**src/rtl/mc_pkg.sv**
```systemverilog
// Shared types for the multicast bus transmitter: packet layout, FSM states, drop counter width.
// mc_pkt_t is the default-width packet; parameterised instances build the same layout locally.
package mc_pkg;

    localparam int DROP_CNT_W    = 16;
    localparam int MC_DEF_DATA_W = 16;
    localparam int MC_DEF_ID_W   = 2;

    typedef enum logic {
        IDLE = 1'b0,
        SEND = 1'b1
    } mc_tx_state_e;

    typedef struct packed {
        logic [MC_DEF_ID_W-1:0]   tag;
        logic [MC_DEF_DATA_W-1:0] data;
    } mc_pkt_t;

    function automatic logic [DROP_CNT_W-1:0] sat_inc(input logic [DROP_CNT_W-1:0] v);
        return (&v) ? v : v + DROP_CNT_W'(1);
    endfunction

endpackage

```
**src/rtl/mc_pkt_fifo.sv**
```systemverilog
// Synchronous packet FIFO, zero-latency read of the head entry, full/empty flags.
// A push while full is accepted only together with a pop (the popped slot is reused).
module mc_pkt_fifo #(
    parameter int W     = 18,
    parameter int DEPTH = 2
) (
    input  logic         clk,
    input  logic         rst,
    input  logic         push,
    input  logic [W-1:0] wdat,
    input  logic         pop,
    output logic [W-1:0] rdat,
    output logic         full,
    output logic         empty
);
    localparam int AW = (DEPTH > 1) ? $clog2(DEPTH) : 1;

    logic [W-1:0] mem [DEPTH];
    logic [AW:0]  wptr;
    logic [AW:0]  rptr;
    logic         do_push;
    logic         do_pop;

    assign empty   = (wptr == rptr);
    assign full    = (wptr[AW] != rptr[AW]) && (wptr[AW-1:0] == rptr[AW-1:0]);
    assign do_pop  = pop && !empty;
    assign do_push = push && (!full || do_pop);
    assign rdat    = mem[rptr[AW-1:0]];

    always_ff @(posedge clk) begin
        if (rst) begin
            wptr <= '0;
            rptr <= '0;
        end else begin
            if (do_push) begin
                mem[wptr[AW-1:0]] <= wdat;
                wptr              <= wptr + 1'b1;
            end
            if (do_pop) begin
                rptr <= rptr + 1'b1;
            end
        end
    end

endmodule

```
**src/rtl/mc_bus_tx.sv**
```systemverilog
// Multicast X-bus transmitter: delivers each buffered packet to every caster whose ID equals its tag.
// Load one cycle after the FIFO write; a packet retires once every matched caster has taken it.
module mc_bus_tx
    import mc_pkg::*;
#(
    parameter int DATA_WIDTH = 16,
    parameter int NUM_COL    = 4,
    parameter int ID_W       = (NUM_COL > 1) ? $clog2(NUM_COL) : 1,
    parameter int FIFO_DEPTH = 2,
    parameter int COL_W      = (NUM_COL > 1) ? $clog2(NUM_COL) : 1
) (
    input  logic                    clk,
    input  logic                    rst,
    input  logic                    cfg_we,
    input  logic [COL_W-1:0]        cfg_col,
    input  logic [ID_W-1:0]         cfg_id,
    input  logic                    in_valid,
    output logic                    in_ready,
    input  logic [ID_W-1:0]         in_tag,
    input  logic [DATA_WIDTH-1:0]   in_data,
    output logic [DATA_WIDTH-1:0]   bus_data,
    output logic [ID_W-1:0]         bus_tag,
    output logic [NUM_COL*ID_W-1:0] caster_id,
    output logic [NUM_COL-1:0]      caster_en,
    input  logic [NUM_COL-1:0]      caster_ready,
    output logic                    busy,
    output logic [DROP_CNT_W-1:0]   drop_cnt
);
    localparam int PKT_W = ID_W + DATA_WIDTH;

    mc_tx_state_e                 state;
    logic [NUM_COL-1:0][ID_W-1:0] id_tbl;
    logic [NUM_COL-1:0]           match;
    logic [NUM_COL-1:0]           done_mask;
    logic [NUM_COL-1:0]           head_match;
    logic [NUM_COL-1:0]           xfer;
    logic [PKT_W-1:0]             head;
    logic [ID_W-1:0]              head_tag;
    logic [DATA_WIDTH-1:0]        head_data;
    logic                         fifo_full;
    logic                         fifo_empty;
    logic                         push;
    logic                         all_done;
    logic                         load;
    logic                         cfg_hit;

    assign in_ready = !fifo_full && !rst;
    assign push     = in_valid && in_ready;

    mc_pkt_fifo #(
        .W     (PKT_W),
        .DEPTH (FIFO_DEPTH)
    ) u_fifo (
        .clk   (clk),
        .rst   (rst),
        .push  (push),
        .wdat  ({in_tag, in_data}),
        .pop   (load),
        .rdat  (head),
        .full  (fifo_full),
        .empty (fifo_empty)
    );

    assign head_tag  = head[PKT_W-1 -: ID_W];
    assign head_data = head[DATA_WIDTH-1:0];

    always_comb begin
        head_match = '0;
        for (int c = 0; c < NUM_COL; c++) begin
            head_match[c] = (id_tbl[c] == head_tag);
        end
    end

    // Enables decode purely from registered state, so they never glitch on caster_ready.
    assign caster_en = (state == SEND) ? (match & ~done_mask) : '0;
    assign xfer      = caster_en & caster_ready;
    assign all_done  = (state == SEND) && (&(done_mask | xfer));
    assign load      = !fifo_empty && ((state == IDLE) || all_done);
    assign busy      = (state == SEND) || !fifo_empty;
    assign caster_id = id_tbl;
    assign cfg_hit   = cfg_we && (32'(cfg_col) < 32'(NUM_COL));

    always_ff @(posedge clk) begin
        if (rst) begin
            state     <= IDLE;
            match     <= '0;
            done_mask <= '0;
            bus_data  <= '0;
            bus_tag   <= '0;
            drop_cnt  <= '0;
            for (int c = 0; c < NUM_COL; c++) begin
                id_tbl[c] <= ID_W'(c);
            end
        end else begin
            if (cfg_hit) begin
                id_tbl[cfg_col] <= cfg_id;
            end
            if (state == SEND) begin
                done_mask <= done_mask | xfer;
            end
            if (load) begin
                // A packet nobody listens to is consumed here without touching the bus.
                if (head_match == '0) begin
                    drop_cnt <= sat_inc(drop_cnt);
                    state    <= IDLE;
                end else begin
                    bus_data  <= head_data;
                    bus_tag   <= head_tag;
                    match     <= head_match;
                    done_mask <= ~head_match;
                    state     <= SEND;
                end
            end else if (all_done) begin
                state <= IDLE;
            end
        end
    end

endmodule

```
**config.mk**
```make
export PLATFORM = sky130hd
export DESIGN_NAME = mc_bus_tx
export DESIGN_NICKNAME = d
export VERILOG_FILES = /design/src/rtl/mc_pkg.sv /design/src/rtl/mc_pkt_fifo.sv /design/src/rtl/mc_bus_tx.sv
export SDC_FILE = /design/constraint.sdc
export NUM_CORES = 1
export LEC_CHECK = 0
export CORE_ASPECT_RATIO = 0.7
export CORE_MARGIN = 5
export CORE_UTILIZATION = 51
export DETAILED_ROUTE_END_ITERATION = 8
export HOLD_SLACK_MARGIN = 0.06
export PLACE_DENSITY = 0.79
export SYNTH_ARGS = -nofsm -noshare
export SYNTH_HDL_FRONTEND = slang
export SYNTH_HIERARCHICAL = 1
export SYNTH_SLANG_ARGS = --single-unit
```
**constraint.sdc**
```tcl
create_clock -name clk -period 6.27 [get_ports clk]
set_input_delay 0.627 -clock clk [delete_from_list [all_inputs] [get_ports clk]]
set_output_delay 0.627 -clock clk [all_outputs]
set_load 0.01 [all_outputs]
```
==> impl_metrics.toml, run 1 <==
[placed_design]
gp_congestion = 0.8174
dpl_cell_area_um2 = 4812
port_buffers = 77
dpl.hpwl_um = 5965

[setup_path]
worstRegToRegCells = 6
crit_arrival_ns = 3.77
startpoint_type = "register"
slowest_stage = "dfxtp_1"
endpoint_kind = "register"
crit_chain = "mux2_1, xnor2_1, a22oi_1, o211ai_1, nor4_1, mux2_2"
ff2ff_setup_slack_ns = 2.76
r2r-end = "drop_cnt[5]"
crit_buf_inv = 0
worstSetupPathDepth = 6
critPathKind = "reg -> reg"
crit_path_max_incr_delay_ns = 0.91
cpLargestDelayFamily = "compound AO/OA/AOI/OAI gates"
cp_max_fo = 18
cp.required_ns = 6.53

[outcome]
status = "complete, no violations"

[grt]
grt_antenna_before_repair = 0
grt_start_max_net_pins = 68
grt_usage_pct = 18.75
grt_overflow = 0
grt_pass1_vias = 2872
grt_first_pass_wirelength_um = 14280

[synth]
synth_cell_types = 47
synth_edf_count = 36
synth_area_leaders = "dfxtp_1, edfxtp_1, mux2i_1"
ys_async_sr_fraction_pct = 0
synth_nets = 383
synth_cells = 352
synthesis.area_per_instance_um2 = 11.29
synth-seq-area-share_pct = 55.42
ys_seq_elements = 92
synth_area_um2 = 3974
synth-main-ff-cell = "dfxtp_1"
yosys_warnings = 6
yosys-top-cells-count = "dfxtp_1, nor2_1, edfxtp_1"
post-synth-top-count-cell = "dfxtp_1"
synth_top_area_cell = "dfxtp_1"
synth_top_area_share_pct = 28.21

[floorplanning]
die_x_um = 115.5
core_um2 = 7450
start_util_pct = 53.34
die_y_um = 83.86
placementRows = 26
top_level_ports = 78
die_area_um2 = 9686

[cts]
root_buffer = "clkbuf_8"
clkSlewWorstSetupHoldPaths_ns = 0.09
post_cts_buffers = 0
cts.htree.levels = 3
tritoncts = "built"
clk_latency_ns = 0.37
clock_path_buffers = 2
holdBufCountCts = 0
ctsResizeCount = 0
cts_buffers = 9
cts.sinks = 92

[sta]
layout_min_cycle_time_ns = 3.511
hold_violations = 0
finalSetupTns_ns = 0
fin_hold_ws_ns = 0.4997
period_share_pct = 55.99
setup_viol = 0
rsz0062_at_grt = "false"
clock.fmax_ghz = 0.2848
slew_viol_final = 0
relSlewSlack_pct = 34.80
tightest_slew_ns = 0.9749
finClkSkew_ns = 0.008602

[final_layout]
fillCellCount = 585
fin_nets = 457
seqCellArea_um2 = 2202
antenna_cells = 0
multi_input_area_um2 = 1684
syn2layout_area_growth_pct = 25.88
drive_gt1_share_pct = 10.21
fin_area_um2 = 5002

[routing]
vias = 2899
ant_nets = 0
drc = 0
drtIter0Drc = 227
drt-total-wl_um = 8656
wl_per_cell_um = 16.36
first_pass_iters = 4
vias_per_cell = 5.480

[hold_path]
hp-start = "match[3]"
whs_path_depth = 2
hp-class = "reg -> reg"
min_to = "match[3]"

[power]
powerDensity_nw_per_um2 = 241.6
vdd_drop_max_mv = 0.1417
p_leak_nw = 1.685

[run]
cap_viol_max_count = 0
-- worst max-delay path by stage --
stage,from,to
after CTS,register,drop_cnt[4]
after global placement,caster_ready[1],u_fifo/mem[1][10]
after floorplan,caster_ready[1],u_fifo/mem[1][0]
final,register,drop_cnt[5]
after global routing,register,drop_cnt[5]
after detailed placement,caster_ready[1],u_fifo/mem[1][10]
-- kinds of logic (layout without fill, tap and decap cells) --
group,Yosys count,in the layout,synth area share (%)
AO/OA/AOI/OAI,47,47,7.462
XOR/XNOR,11,11,2.425
adder cells (fa/ha/maj),1,1,0.3148
buffers and inverters,21,100,2.959
flip-flops,92,92,55.42
multiplexers,53,53,14.17
AND/OR/NAND/NOR,127,127,17.25
-- flip-flops by register name, summed over array words and instances, names as in the netlist, named ones only --
register     cells
bus_data        16
bus_tag          2
caster_id        8
done_mask        4
drop_cnt        16
match            4
state            1
u_fifo/mem      36
u_fifo/rptr      2
u_fifo/wptr      2
-- metal layers --
metal / global-route usage, % / routed length, µm / up-vias / part of all wire, %
met5: 0 / 0 / - / 0
met4: 7.356 / 136 / 0 / 1.6
met3: 5.290 / 459 / 11 / 5.3
met2: 29.04 / 4017 / 72 / 46
met1: 24.71 / 4042 / 1383 / 47
li1: - / - / 1433 / -
-- cells in the final DEF, fill, tap and decap left out, types with 2 or more instances in the layout --
master	instances
clkdlybuf4s50_1	76
dfxtp_1	56
nor2_1	43
edfxtp_1	36
mux2i_1	27
mux2_2	18
nand3_1	15
nand2_1	14
a21oi_1	14
a31oi_1	12
nand2b_1	11
xnor2_1	9
nor2b_1	9
clkbuf_8	9
mux2_1	8
or3_1	5
o31ai_1	4
or4_1	4
o21ai_0	4
nor3_1	4
nor4_1	4
a21boi_0	4
inv_1	3
nand3b_1	3
clkinv_2	3
buf_4	3
clkinv_1	2
and2_1	2
a22oi_1	2
a211oi_4	2
and4_1	2
nand4_1	2
xor2_1	2
-- worst register-to-register path, cell delays in order (launching register included) --
cell and delay, ns:
dfxtp_1 0.91, mux2_1 0.51, xnor2_1 0.20, a22oi_1 0.61, o211ai_1 0.44, nor4_1 0.36
mux2_2 0.38
-- where the power goes --
group / switching [W] / internal, W / leakage (nW) / total (W)
logic: 0.0000804 / 0.0000797 / 0.803 / 0.000160
registers: 0.0000175 / 0.000644 / 0.781 / 0.000661
clock network: 0.000204 / 0.000183 / 0.101 / 0.000387
-- per-stage QoR --
step | util [%] | cells | power [W] | setup WS [ns]
after global routing | 67.15 | 529 | 0.001262 | 2.524
after detailed placement | 64.60 | 513 | 0.0008351 | 2.423
after floorplan | - | 352 | 0.0007676 | 2.444
after global placement | 64.60 | 513 | 0.0008295 | 2.509
after CTS | 67.15 | 529 | 0.001220 | 2.766
final | 67.15 | 529 | 0.001209 | 2.759
-- final cells by class --
class / count / area share [%]
Clock buffer: 9 / 2.476
Tap cell: 98 / 2.451
Sequential cell: 92 / 44.02
Multi-Input combinational cell: 239 / 33.67
Clock inverter: 7 / 1.326
Timing Repair Buffer: 80 / 15.76
Inverter: 4 / 0.3001
(Power assumes the default switching activity.)
==> run 2, diff against run 1 <==
CORE_UTILIZATION = 46   (was 51)
PLACE_DENSITY = 0.75   (was 0.79)
clock period = 2.9 ns   (was 6.27 ns; I/O delays follow)
==> run 2 against run 1 <==
Compared with the run above: worst setup slack lost 2.5 ns; total power grew 150%; die area up 9.7%; clock skew decreased by 0.0033 ns; sequential power increased by 120%; sequential share of layout area is 2.0 points lower; global-route usage shrank 1.6 points; non-clock buffer count increased by 7; cell count grew 5.5%; combinational power increased by 130%; largest cell class unchanged; count of clock-buffer cells in the layout grew 1.
==> impl_metrics.toml, run 2 (same netlist as run 1, synthesis figures left out) <==
[outcome]
status = "complete, no violations"

[power]
p_leak_nw = 1.781
finalPower_w = 0.002994
vdd_drop_max_mv = 0.2524
powerDensity_nw_per_um2 = 570.6

[setup_path]
cp.required_ns = 3.12
cp_max_fo = 13
crit_arrival_ns = 2.83
startpoint_type = "register"
endpoint_kind = "register"
critPathKind = "reg -> reg"
crit_path_max_incr_delay_ns = 0.48
slowest_stage = "mux2_1"
crit_chain = "mux2_1, xnor2_1, a22oi_1, buf_4, nand4bb_4, nor4_1, mux2_2"

[sta]
relSlewSlack_pct = 54.03
layout_min_cycle_time_ns = 2.612
finClkSkew_ns = 0.005277
hold_violations = 0
slew_viol_final = 0
tightest_slew_ns = 0.6896
setup_viol = 0
finalSetupTns_ns = 0
fin_hold_ws_ns = 0.4940
rsz0062_at_grt = "false"
period_share_pct = 90.08
clock.fmax_ghz = 0.3828

[grt]
grt_usage_pct = 17.17
grt_overflow = 0
grt_pass1_vias = 2853
grt_start_max_net_pins = 67
grt_first_pass_wirelength_um = 14250
grt_antenna_before_repair = 0

[floorplanning]
top_level_ports = 78
placementRows = 28
start_util_pct = 47.07
die_area_um2 = 10630
die_x_um = 121.1
die_y_um = 87.77
core_um2 = 8443

[routing]
ant_nets = 0
vias = 2904
drc = 0
vias_per_cell = 5.204
drtIter0Drc = 213
first_pass_iters = 4
drt-total-wl_um = 8735
wl_per_cell_um = 15.65

[placed_design]
dpl_cell_area_um2 = 4936
port_buffers = 77
gp_congestion = 0.7975
dpl.hpwl_um = 6096

[cts]
cts_buffers = 9
clk_latency_ns = 0.33
holdBufCountCts = 0
ctsResizeCount = 0
root_buffer = "clkbuf_16"
post_cts_buffers = 0
tritoncts = "built"
clock_path_buffers = 2
cts.sinks = 92
clkSlewWorstSetupHoldPaths_ns = 0.07
cts.htree.levels = 3

[run]
cap_viol_max_count = 0

[final_layout]
fin_area_um2 = 5246
layout_commonest_cell = "clkdlybuf4s50_1"
syn2layout_area_growth_pct = 32.02
fin_nets = 464
drive_gt1_share_pct = 11.64
final_cell_mix = "clkdlybuf4s50_1, dfxtp_1, nor2_1"
largest_reg_flops = 36
antenna_cells = 0
utilization_pct = 62.14

[hold_path]
hp-class = "reg -> reg"
## run 2: cell types whose count changed in the layout (fill, tap and decap cells not counted), sizes merged
| cell | previous run | this run |
|---|---|---|
| buf | 4 | 11 |
| clkbuf | 9 | 10 |
| clkinv | 6 | 4 |
| inv | 4 | 5 |
## run 2: power by group
part | switching, W | internal (W) | total, W
registers | 0.0000342 | 0.00139 | 0.00143
clock network | 0.000494 | 0.000701 | 0.00119
logic | 0.000182 | 0.000190 | 0.000372
## run 2: critical path: cells and delay by family, from the launching register on
family	cells	cell delay, ns
XOR/XNOR	1	0.21
flip-flops	1	0.41
buffers and inverters	1	0.21
multiplexers	2	0.87
AO/OA/AOI/OAI	1	0.24
AND/OR/NAND/NOR	2	0.58
## run 2: area by class of cell
class / instances / area [µm²]
clock buffers: 10 / 239.0
clock inverters: 6 / 71.32
fillers: 686 / 3197
inverters: 4 / 15.01
multi-input cells: 239 / 1690
flip-flops and latches: 92 / 2202
well taps: 120 / 150.1
repair buffers: 87 / 878.3
## run 2: worst paths after layout
| path | from | to | slack, ns | depth (start not counted) |
|---|---|---|---|---|
| hold / removal | bus_data[1] | bus_data[1] | 0.49 | 2 |
| setup / recovery | register | drop_cnt[8] | 0.29 | 7 |
| setup reg to reg | register | drop_cnt[8] | 0.29 | 7 |
| hold reg to reg | bus_data[1] | bus_data[1] | 0.49 | 2 |
## run 2: metal layers
| metal | GRT usage (%) | routed length, µm | up-vias |
|---|---|---|---|
| li1 | - | - | 1442 |
| met1 | 22.11 | 4096 | 1395 |
| met2 | 28.83 | 4203 | 62 |
| met3 | 5.100 | 390 | 5 |
| met4 | 4.115 | 46 | 0 |
| met5 | 0 | 0 | - |
## run 2: stage by stage
step,instances,worst slack [ns]
finish,558,0.2878
global route,558,0.05255
CTS,558,0.2693
detailed placement,542,0.1428
global placement,542,0.1751
floorplan,352,0.1058
==> run 3, diff against run 2 <==
CORE_MARGIN = 1   (was 5)
CTS_CLUSTER_DIAMETER = 40   (was not set)
==> run 3 against run 2 <==
Compared with the run above: via count shrank 0.69%; non-clock buffer count up 1; maximum frequency barely moved; cell area fell by 0.19%; clock skew grew 0.0017 ns; total power increased by 1.0%; sequential cell count unchanged; register-to-register slack hardly changed; first-iteration DRC count down 20%; die area down 15%; clock power rose by 3%.
==> impl_metrics.toml, run 3 (same netlist as run 1, synthesis figures left out) <==
[outcome]
status = "complete, no violations"

[routing]
drtIter0Drc = 170
wl_per_cell_um = 14.96
drc = 0
vias_per_cell = 5.341
m1WireLength_um = 3883
first_pass_iters = 4
wl_met2_um = 3715
top_layer = "met4"
drt-total-wl_um = 8081
wl_met3_um = 428
ant_nets = 0
vias = 2884

[sta]
hold_violations = 0
rsz0062_at_grt = "false"
finalSetupTns_ns = 0
relSlewSlack_pct = 53.86
tightest_slew_ns = 0.6921
clock.fmax_ghz = 0.3831
slew_viol_final = 0
setup_viol = 0
period_share_pct = 90.02
finClkSkew_ns = 0.006945
layout_min_cycle_time_ns = 2.610

[setup_path]
endpoint_kind = "register"
startpoint_type = "register"
crit_path_max_incr_delay_ns = 0.47
cp_max_fo = 9
slowest_stage = "mux2_1"
crit_arrival_ns = 2.84
critPathKind = "reg -> reg"
crit_chain = "mux2_1, xnor2_1, a22oi_1, buf_4, o211ai_1, nor3_1, mux2_2"
cp.required_ns = 3.13

[floorplanning]
start_util_pct = 49.01
top_level_ports = 78
placementRows = 27
core_um2 = 8108
die_x_um = 113.1
die_y_um = 79.77
die_area_um2 = 9021

[placed_design]
dpl.hpwl_um = 5695
dpl_cell_area_um2 = 4920
port_buffers = 77
gp_congestion = 0.8466

[cts]
post_cts_buffers = 0
cts.htree.levels = 3
cts_buffers = 9
holdBufCountCts = 0
clock_path_buffers = 2
clkSlewWorstSetupHoldPaths_ns = 0.06
tritoncts = "built"
clk_latency_ns = 0.33
root_buffer = "clkbuf_16"
ctsResizeCount = 0
cts.sinks = 92

[final_layout]
largest_reg_flops = 36
layout_commonest_cell = "clkdlybuf4s50_1"
drive_gt1_share_pct = 11.85
syn2layout_area_growth_pct = 31.77
fin_nets = 465
fin_area_um2 = 5236
antenna_cells = 0
final_cell_mix = "clkdlybuf4s50_1, dfxtp_1, nor2_1"

[power]
powerDensity_nw_per_um2 = 577.6
finalPower_w = 0.003024
vdd_drop_max_mv = 0.5409
p_leak_nw = 1.792

[grt]
grt_pass1_vias = 2766
grt_usage_pct = 20.04
grt_first_pass_wirelength_um = 13700
grt_overflow = 0
grt_antenna_before_repair = 0
grt_start_max_net_pins = 67

[hold_path]
hp-class = "reg -> reg"

[run]
cap_viol_max_count = 0
run 3: cell count changes in the layout (fill, tap and decap cells not counted):
cell / delta
buf_4: +1
bufinv_16: +1
clkbuf_1: +1
clkinv_1: -1
clkinv_4: -1
clkinv_2: +2
clkbuf_8: -1
inv_8: -1
run 3: worst max-delay path: cells and delay by family, from the launching register on:
kind,cells,cell delay (ns)
buffers and inverters,1,0.21
XOR/XNOR,1,0.20
multiplexers,2,0.84
AO/OA/AOI/OAI,2,0.50
AND/OR/NAND/NOR,1,0.35
flip-flops,1,0.40
run 3: report_power, final:
group          switching [W]  internal [W]
Combinational       0.000180      0.000191
Sequential         0.0000325       0.00139
Clock               0.000471      0.000756
Total               0.000684       0.00234
run 3: path summary, 6_finish.rpt:
kind,from,endpoint,slack [ns],cells after the start
max,register,drop_cnt[4],0.29,7
min,match[2],match[2],0.49,2
max reg2reg,register,drop_cnt[4],0.29,7
min reg2reg,match[2],match[2],0.49,2
run 3: layout make-up:
type / instances / area [µm²]
clock buffer: 10 / 229.0
clock inverter: 6 / 87.58
fill: 665 / 2872
tap: 101 / 126.4
timing repair buffer: 88 / 885.9
multi-input combinational: 239 / 1690
sequential: 92 / 2202
inverter: 4 / 15.01
run 3: through the flow:
step                std cells  setup slack (ns)  utilization, %  hold slack, ns
global placement          524            0.2109           60.68          0.4706
detailed placement        524            0.2068           60.68          0.4810
global route              540           0.03770           64.58          0.5125
floorplan                 352            0.1058               -          0.3591
finish                    540            0.2895           64.58          0.4901
CTS                       540            0.2881           64.58          0.4918
run 3: per-layer routing:
layer  vias to the layer above  global-route usage (%)
met1                      1358                   26.91
met3                         4                   6.150
met2                        75                   31.23
li1                       1447                       -
met4                         0                   5.921
met5                         -                       0
